[config.mk]
export PLATFORM = sky130hd
export DESIGN_NAME = logsys_btn_debounce_flat
export DESIGN_NICKNAME = d
export VERILOG_FILES = /design/src/rtl/logsys_io_pkg.sv /design/src/rtl/logsys_btn_debounce_if.sv /design/src/rtl/logsys_btn_debounce_ch.sv /design/src/rtl/logsys_btn_debounce.sv /design/src/flat_wrapper.sv
export SDC_FILE = /design/constraint.sdc
export NUM_CORES = 1
export LEC_CHECK = 0
export ABC_AREA = 1
export BUFFER_PORTS_ARGS = -buffer_cell sky130_fd_sc_hd__buf_2
export CORE_MARGIN = 3
export CORE_UTILIZATION = 55
export DETAILED_ROUTE_END_ITERATION = 7
export PLACE_DENSITY = 0.73
export SYNTH_ARGS = -nofsm -noshare
export SYNTH_HDL_FRONTEND = slang
export SYNTH_SLANG_ARGS = --single-unit
export TNS_END_PERCENT = 1
[constraint.sdc]
create_clock -name Bus2IP_Clk -period 4.68 [get_ports Bus2IP_Clk]
set_input_delay 0.936 -clock Bus2IP_Clk [delete_from_list [all_inputs] [get_ports Bus2IP_Clk]]
set_output_delay 0.936 -clock Bus2IP_Clk [all_outputs]
set_load 0.02 [all_outputs]
[src/rtl/logsys_io_pkg.sv]
// Shared LOGSYS I/O definitions: tick rate, width helper and
// the per-channel debounce state encoding {stable, dcnt != 0}.
package logsys_io_pkg;

  localparam int TICK_HZ = 1000;

  typedef enum logic [1:0] {
    RELEASED     = 2'b00,
    PRESS_WAIT   = 2'b01,
    PRESSED      = 2'b10,
    RELEASE_WAIT = 2'b11
  } btn_state_e;

  function automatic int clog2(input int v);
    int r;
    r = 0;
    while ((1 << r) < v) r++;
    if (r < 1) r = 1;
    return r;
  endfunction

endpackage

[src/rtl/logsys_btn_debounce_if.sv]
// Button conditioner bundle: raw pads in, clean levels and
// event pulses out, plus per-channel debounce state.
interface logsys_btn_debounce_if
  import logsys_io_pkg::*;
#(
  parameter int N = 3
);

  logic [N-1:0] btn_raw;
  logic [N-1:0] btn_out;
  logic [N-1:0] press_pulse;
  logic [N-1:0] release_pulse;
  logic [N-1:0] long_press;
  logic         tick;
  btn_state_e   state [N];

  modport slave (
    input  btn_raw,
    output btn_out,
    output press_pulse,
    output release_pulse,
    output long_press,
    output tick,
    output state
  );

  modport master (
    output btn_raw,
    input  btn_out,
    input  press_pulse,
    input  release_pulse,
    input  long_press,
    input  tick,
    input  state
  );

endinterface

[src/rtl/logsys_btn_debounce_ch.sv]
// One button channel: 2-flop synchroniser, tick-driven debounce
// and saturating hold counter (LOGSYS_BTN_AUTOREPEAT_EN adds repeats).
module logsys_btn_debounce_ch
  import logsys_io_pkg::*;
#(
  parameter int C_STABLE_TICKS = 8,
`ifdef LOGSYS_BTN_AUTOREPEAT_EN
  parameter int C_REPEAT_TICKS = 200,
`endif
  parameter int C_LONG_TICKS   = 1000
) (
  input  logic       clk_i,
  input  logic       rst_ni,
  input  logic       tick_i,
  input  logic       btn_raw_i,
  output logic       btn_o,
  output logic       press_o,
  output logic       release_o,
  output logic       long_o,
  output btn_state_e state_o
);

  localparam int DW = clog2(C_STABLE_TICKS + 1);
  localparam int HW = clog2(C_LONG_TICKS + 1);
  localparam logic [DW-1:0] DMAX = DW'(C_STABLE_TICKS - 1);
  localparam logic [HW-1:0] HLONG = HW'(C_LONG_TICKS);
`ifdef LOGSYS_BTN_AUTOREPEAT_EN
  localparam logic [HW-1:0] HREST =
    HW'(C_LONG_TICKS - C_REPEAT_TICKS);
`endif

  logic [1:0]    sync_q;
  logic          stable_q, stable_d;
  logic [DW-1:0] dcnt_q, dcnt_d;
  logic [HW-1:0] hcnt_q, hcnt_d;
  logic          press_q, press_d;
  logic          rel_q, rel_d;
  logic          long_q, long_d;
  logic          sync;

  assign sync = sync_q[1];

  always_comb begin
    stable_d = stable_q;
    dcnt_d   = dcnt_q;
    hcnt_d   = hcnt_q;
    press_d  = 1'b0;
    rel_d    = 1'b0;
    long_d   = 1'b0;
    if (tick_i) begin
      if (sync == stable_q) begin
        dcnt_d = '0;
      end else if (dcnt_q == DMAX) begin
        stable_d = sync;
        dcnt_d   = '0;
        press_d  = sync;
        rel_d    = ~sync;
      end else begin
        dcnt_d = dcnt_q + DW'(1);
      end
      // an accepted edge in either direction restarts the hold
      if (!stable_q || press_d || rel_d) begin
        hcnt_d = '0;
      end else if (hcnt_q < HLONG) begin
        hcnt_d = hcnt_q + HW'(1);
        if (hcnt_d == HLONG) begin
          long_d = 1'b1;
`ifdef LOGSYS_BTN_AUTOREPEAT_EN
          hcnt_d = HREST;
`endif
        end
      end
    end
  end

  always_ff @(posedge clk_i or negedge rst_ni) begin
    if (!rst_ni) begin
      sync_q   <= '0;
      stable_q <= 1'b0;
      dcnt_q   <= '0;
      hcnt_q   <= '0;
      press_q  <= 1'b0;
      rel_q    <= 1'b0;
      long_q   <= 1'b0;
    end else begin
      sync_q   <= {sync_q[0], btn_raw_i};
      stable_q <= stable_d;
      dcnt_q   <= dcnt_d;
      hcnt_q   <= hcnt_d;
      press_q  <= press_d;
      rel_q    <= rel_d;
      long_q   <= long_d;
    end
  end

  assign btn_o     = stable_q;
  assign press_o   = press_q;
  assign release_o = rel_q;
  assign long_o    = long_q;
  assign state_o   = btn_state_e'({stable_q, dcnt_q != '0});

endmodule

[src/rtl/logsys_btn_debounce.sv]
// LOGSYS push-button conditioner: 1 kHz tick plus C_NUM_BTN
// debounce channels. Optional macro: LOGSYS_BTN_AUTOREPEAT_EN.
module logsys_btn_debounce
  import logsys_io_pkg::*;
#(
  parameter int C_NUM_BTN            = 3,
  parameter int C_S_AXI_ACLK_FREQ_HZ = 100000000,
  parameter int C_STABLE_TICKS       = 8,
  parameter int C_LONG_TICKS         = 1000,
  parameter int C_REPEAT_TICKS       = 200
) (
  input  logic Bus2IP_Clk,
  input  logic Bus2IP_Resetn,
  logsys_btn_debounce_if.slave bus
);

  localparam int TICK_DIV = C_S_AXI_ACLK_FREQ_HZ / TICK_HZ;
  localparam int TW = clog2(TICK_DIV);
  localparam logic [TW-1:0] RELOAD = TW'(TICK_DIV - 1);

  if (C_STABLE_TICKS < 1 ||
      C_LONG_TICKS <= C_STABLE_TICKS ||
      C_REPEAT_TICKS < 1 ||
      C_REPEAT_TICKS > C_LONG_TICKS) begin : g_bad_cfg
    $error("logsys_btn_debounce: bad tick parameters");
  end

  logic [TW-1:0] tcnt_q, tcnt_d;
  logic          tick;

  assign tick   = (tcnt_q == '0);
  assign tcnt_d = tick ? RELOAD : tcnt_q - TW'(1);

  always_ff @(posedge Bus2IP_Clk or negedge Bus2IP_Resetn) begin
    if (!Bus2IP_Resetn) tcnt_q <= RELOAD;
    else                tcnt_q <= tcnt_d;
  end

  logic [C_NUM_BTN-1:0] out_w, press_w, rel_w, long_w;
  btn_state_e           st_w [C_NUM_BTN];

  for (genvar g = 0; g < C_NUM_BTN; g++) begin : g_ch
    logsys_btn_debounce_ch #(
      .C_STABLE_TICKS (C_STABLE_TICKS),
`ifdef LOGSYS_BTN_AUTOREPEAT_EN
      .C_REPEAT_TICKS (C_REPEAT_TICKS),
`endif
      .C_LONG_TICKS   (C_LONG_TICKS)
    ) u_ch (
      .clk_i     (Bus2IP_Clk),
      .rst_ni    (Bus2IP_Resetn),
      .tick_i    (tick),
      .btn_raw_i (bus.btn_raw[g]),
      .btn_o     (out_w[g]),
      .press_o   (press_w[g]),
      .release_o (rel_w[g]),
      .long_o    (long_w[g]),
      .state_o   (st_w[g])
    );
  end

  assign bus.tick          = tick;
  assign bus.btn_out       = out_w;
  assign bus.press_pulse   = press_w;
  assign bus.release_pulse = rel_w;
  assign bus.long_press    = long_w;
  assign bus.state         = st_w;

endmodule

[src/flat_wrapper.sv]
// flat-port wrapper written by rule: the top's interface ports become plain ports
module logsys_btn_debounce_flat import logsys_io_pkg::*;
#(
  parameter int C_NUM_BTN            = 3,
  parameter int C_S_AXI_ACLK_FREQ_HZ = 100000000,
  parameter int C_STABLE_TICKS       = 8,
  parameter int C_LONG_TICKS         = 1000,
  parameter int C_REPEAT_TICKS       = 200
)
  (Bus2IP_Clk, Bus2IP_Resetn, bus_btn_raw, bus_btn_out, bus_press_pulse, bus_release_pulse, bus_long_press, bus_tick, bus_state);
  logsys_btn_debounce_if #(.N((3))) bus_i ();
  input  logic Bus2IP_Clk;
  input  logic Bus2IP_Resetn;
  input wire logic [$bits(bus_i.btn_raw)-1:0] bus_btn_raw;
  output wire logic [$bits(bus_i.btn_out)-1:0] bus_btn_out;
  output wire logic [$bits(bus_i.press_pulse)-1:0] bus_press_pulse;
  output wire logic [$bits(bus_i.release_pulse)-1:0] bus_release_pulse;
  output wire logic [$bits(bus_i.long_press)-1:0] bus_long_press;
  output wire logic [$bits(bus_i.tick)-1:0] bus_tick;
  output wire logic [$bits(bus_i.state)-1:0] bus_state;
  assign bus_i.btn_raw = bus_btn_raw;
  assign bus_btn_out = bus_i.btn_out;
  assign bus_press_pulse = bus_i.press_pulse;
  assign bus_release_pulse = bus_i.release_pulse;
  assign bus_long_press = bus_i.long_press;
  assign bus_tick = bus_i.tick;
  assign bus_state = {>>{bus_i.state}};
  logsys_btn_debounce #(.C_NUM_BTN(C_NUM_BTN), .C_S_AXI_ACLK_FREQ_HZ(C_S_AXI_ACLK_FREQ_HZ), .C_STABLE_TICKS(C_STABLE_TICKS), .C_LONG_TICKS(C_LONG_TICKS), .C_REPEAT_TICKS(C_REPEAT_TICKS)) u_core (.Bus2IP_Clk(Bus2IP_Clk), .Bus2IP_Resetn(Bus2IP_Resetn), .bus(bus_i));
endmodule
==> summary.md <==
| Metric | Value |
|---|---|
| Reg-to-reg slack, setup | 2.59 ns |
| Top Layer Used | met4 |
| Post-synth EDFFs | 0 |
| Power Total | 1.210 mW |
| Count of final setup violators | 0 |
| Die ar. | 9028 µm² |
| Required @ worst endpoint | 3.74 ns |
| # placed instances | 671 |
| Synth Register Bits | 77 |
| XOR/XNOR share of the synthesized area | 3.216% |
| CTS Buf Count | 9 |
| DR pass1 iterations | 4 |
| Hold WS | 0.3511 ns |
| Mapped Area | 4358 µm² |
| Adder-Cell Fraction of Synth Area | 4.020% |
| Cts hold-fix bufs | 0 |
| Mux cell area share after synthesis | 0% |
| Top delay family on crit path | buffers and inverters |
| Commonest cells after routing, fill and taps aside | nand2_1, nor2_1, inv_1, dfrtp_1, nand3_1 |
| Post-CTS Setup Bufs | 0 |
| FF-to-FF End | u_core.g_ch[2].u_ch.hcnt_q[4] |
| CP Max Fanout | 27 |
| Post-layout util | 62.03% |
| Initial antenna violation count | 0 |
| CP cell instances | inv_1 > ha_1 > inv_1 > nor2_1 > nand2_1 > nor2_4 > nand2_4 > inv_4 > buf_2 |
| Iter 0 DRT Violations | 196 |
| CTS tree | built |
| Syn_nets | 589 |
| Avg WL per Cell | 11.77 µm |
| Vias in the first global route | 3162 |
| Hold Violations, Final | 0 |
| Fill count | 650 |
| HPWL Detailed | 5807 µm |
| Met2 wire length | 3801 µm |
| Post_cts resized | 0 |
| Root Buffer | clkbuf_8 |
| Vias per inst | 5.033 |
| Met3 Wirelength | 306 µm |
| Post-layout min period | 3.050 ns |
| Max Slew Vio Count | 0 |
| DRC Markers | 0 |
| Worst-path clk slew | 0.07 ns |
| Vias post-DR | 3458 |
| Clock tree buffer depth | 2 |
| I/O Pins | 24 |
| Mapped Cells | 570 |
| Area Growth Syn to Fin | 6.546% |
| Worst-Margin Slew | 0.9428 ns |
| Hold EP | u_core.g_ch[1].u_ch.sync_q[1] |
| Peak supply drop | 0.1754 mV |
| Lkg Pwr | 2.367 nW |
| Nets | 602 |
| Rows | 31 |
| Sequential fraction of the synthesis area | 44.50% |
| Pin count of the biggest net entering global routing | 78 |
| Critical Path Most Common Cell | inv_1 |
| Ratio of cells with drive above 1 in the final layout | 12.41% |
| Run status | finished clean |
| Synth Area in Simple Gates | 30.69% |
| Crit Path Class | reg -> out |
| CORE AREA | 7486 µm² |
| Max Cap Viol | 0 |
| Die Y | 95.02 µm |
| Routed wire length | 8084 µm |
| Critical Path AT | 2.11 ns |
| Compound-Gate Fraction of Synth Area | 7.494% |
| Worst clock skew | 0.008736 ns |
| First-pass GRT wire length | 14080 µm |
| Post-route insts no fill | 687 |
| Post-synth ARST share | 100.0% |
| Routability cong. | 0.9489 |
| RSZ-0062 raised after global routing | false |
| Worst reg-to-reg path cell count | 11 |
| Slew Limit Headroom | 37.15% |
| Worst setup SP type | flip-flop |
| HP Class | reg -> reg |
| Worst hold stages | 0 |
| Final worst-path cycle share | 65.16% |
| Synth cell types | 32 |
| Initial Util | 58.21% |
| Post-route cell area | 4643 µm² |
| Die X | 95.02 µm |
| Slowest CP cell | dfstp_2 |
| Worst R2R Start | u_core.tcnt_q[0] |
| # diodes | 0 |
| Post-DRT Antenna Nets | 0 |
| Hold Crit Start | u_core.g_ch[1].u_ch.sync_q[0] |
| Total grt overflow | 0 |
| YS warnings | 0 |
| Peak Freq | 327.9 MHz |
| Setup crit end kind | primary output |
| PwrDens | 260.6 nW/µm² |
| Top_reg_cell synth | dfrtp_1 |
| Worst path max stage delay | 0.37 ns |
| Wire length on met1 | 3891 µm |
| Sink Count | 77 |
| Latest clock arrival within the worst-skew pair | 0.35 ns |
| Mean Syn Cell Area | 7.645 µm² |
| Overall Global Routing Usage | 19.86% |
| TNS Setup | 0 ns |
| Most common cell after layout, fill and taps aside | nand2_1 |
| Fin worst setup slack | 1.630 ns |
| H-tree Lvls | 3 |
| Largest family of logic cells by synthesized area | simple AND/OR/NAND/NOR gates |
| Dpl cell area | 4433 µm² |
| CP Buf/Inv Count | 4 |
| Pre-CTS setup slack | 1.977 ns |
| PortBufs | 23 |
[worst max path at each step]
stage | cells past startpoint | endpoint | start | slack (ns)
3_5_place_dp | 9 | bus_tick | u_core.tcnt_q[0] | 1.98
6_report | 9 | bus_tick | u_core.tcnt_q[0] | 1.63
5_1_grt | 9 | bus_tick | u_core.tcnt_q[0] | 1.41
4_1_cts | 9 | bus_tick | u_core.tcnt_q[0] | 1.59
2_1_floorplan | 9 | bus_tick | u_core.tcnt_q[0] | 2.44
3_3_place_gp | 9 | bus_tick | u_core.tcnt_q[0] | 2.07
[worst register-to-register path, cell delays in order, from the launching register on]
cell and delay, ns:
dfstp_2 0.37, inv_1 0.09, ha_1 0.19, inv_1 0.05, nor2_1 0.07, nand2_1 0.09, nor2_4 0.15, nand2_4 0.21
inv_4 0.31, nand2_2 0.25, nand2_1 0.14, o21ai_2 0.06
[registers in the layout, summed over array words and instances (netlist names)]
name,count
u_core.tcnt_q,17
u_core.g_ch.u_ch.release_o,3
u_core.g_ch.u_ch.btn_o,3
u_core.g_ch.u_ch.hcnt_q,30
u_core.g_ch.u_ch.dcnt_q,12
u_core.g_ch.u_ch.sync_q,6
u_core.g_ch.u_ch.press_o,3
u_core.g_ch.u_ch.long_o,3
[layout make-up]
type                    instances  area (µm²)  share of cell area [%]
inverters                      72       272.8                   5.874
well taps                      99       123.9                   2.668
flip-flops and latches         77        1939                   41.77
clock buffers                  12       165.2                   3.557
multi-input cells             400        1979                   42.63
repair buffers                 23       117.6                   2.533
clock inverters                 4       45.04                  0.9701
[synth_stat cells, types with 5 or more instances]
cell | instances | area share (%)
nor3_1 | 5 | 0.57
buf_4 | 17 | 2.9
inv_1 | 70 | 6.0
dfstp_2 | 10 | 6.0
xor2_1 | 14 | 2.8
nand4_1 | 8 | 1.1
nand3_1 | 47 | 5.4
dfrtp_1 | 67 | 38
a21oi_1 | 12 | 1.4
nor2_1 | 75 | 6.5
ha_1 | 14 | 4.0
o21ai_1 | 10 | 1.1
nor2_2 | 6 | 0.86
o21ai_0 | 33 | 3.8
nand2_1 | 151 | 13
[power breakdown]
part	total (mW)	switching (mW)	internal (mW)
registers	0.669	0.00147	0.668
logic	0.0179	0.0156	0.00224
clock network	0.523	0.235	0.287
[metal layers]
layer  global-route usage [%]  up-vias
li1                         -     1804
met1                    27.33     1592
met5                        0        -
met2                    31.12       55
met4                    6.971        0
met3                    4.341        7
[kinds of logic (layout without fill, tap and decap cells)]
kind of cell / after synthesis / after routing
AOI/OAI and AO/OA: 61 / 61
xor gates and xnor gates: 16 / 16
and+or+nand+nor: 309 / 309
adders and majority gates: 14 / 14
DFF: 77 / 77
buffers and inverters: 93 / 111
Power figures use the tool's default switching activity.
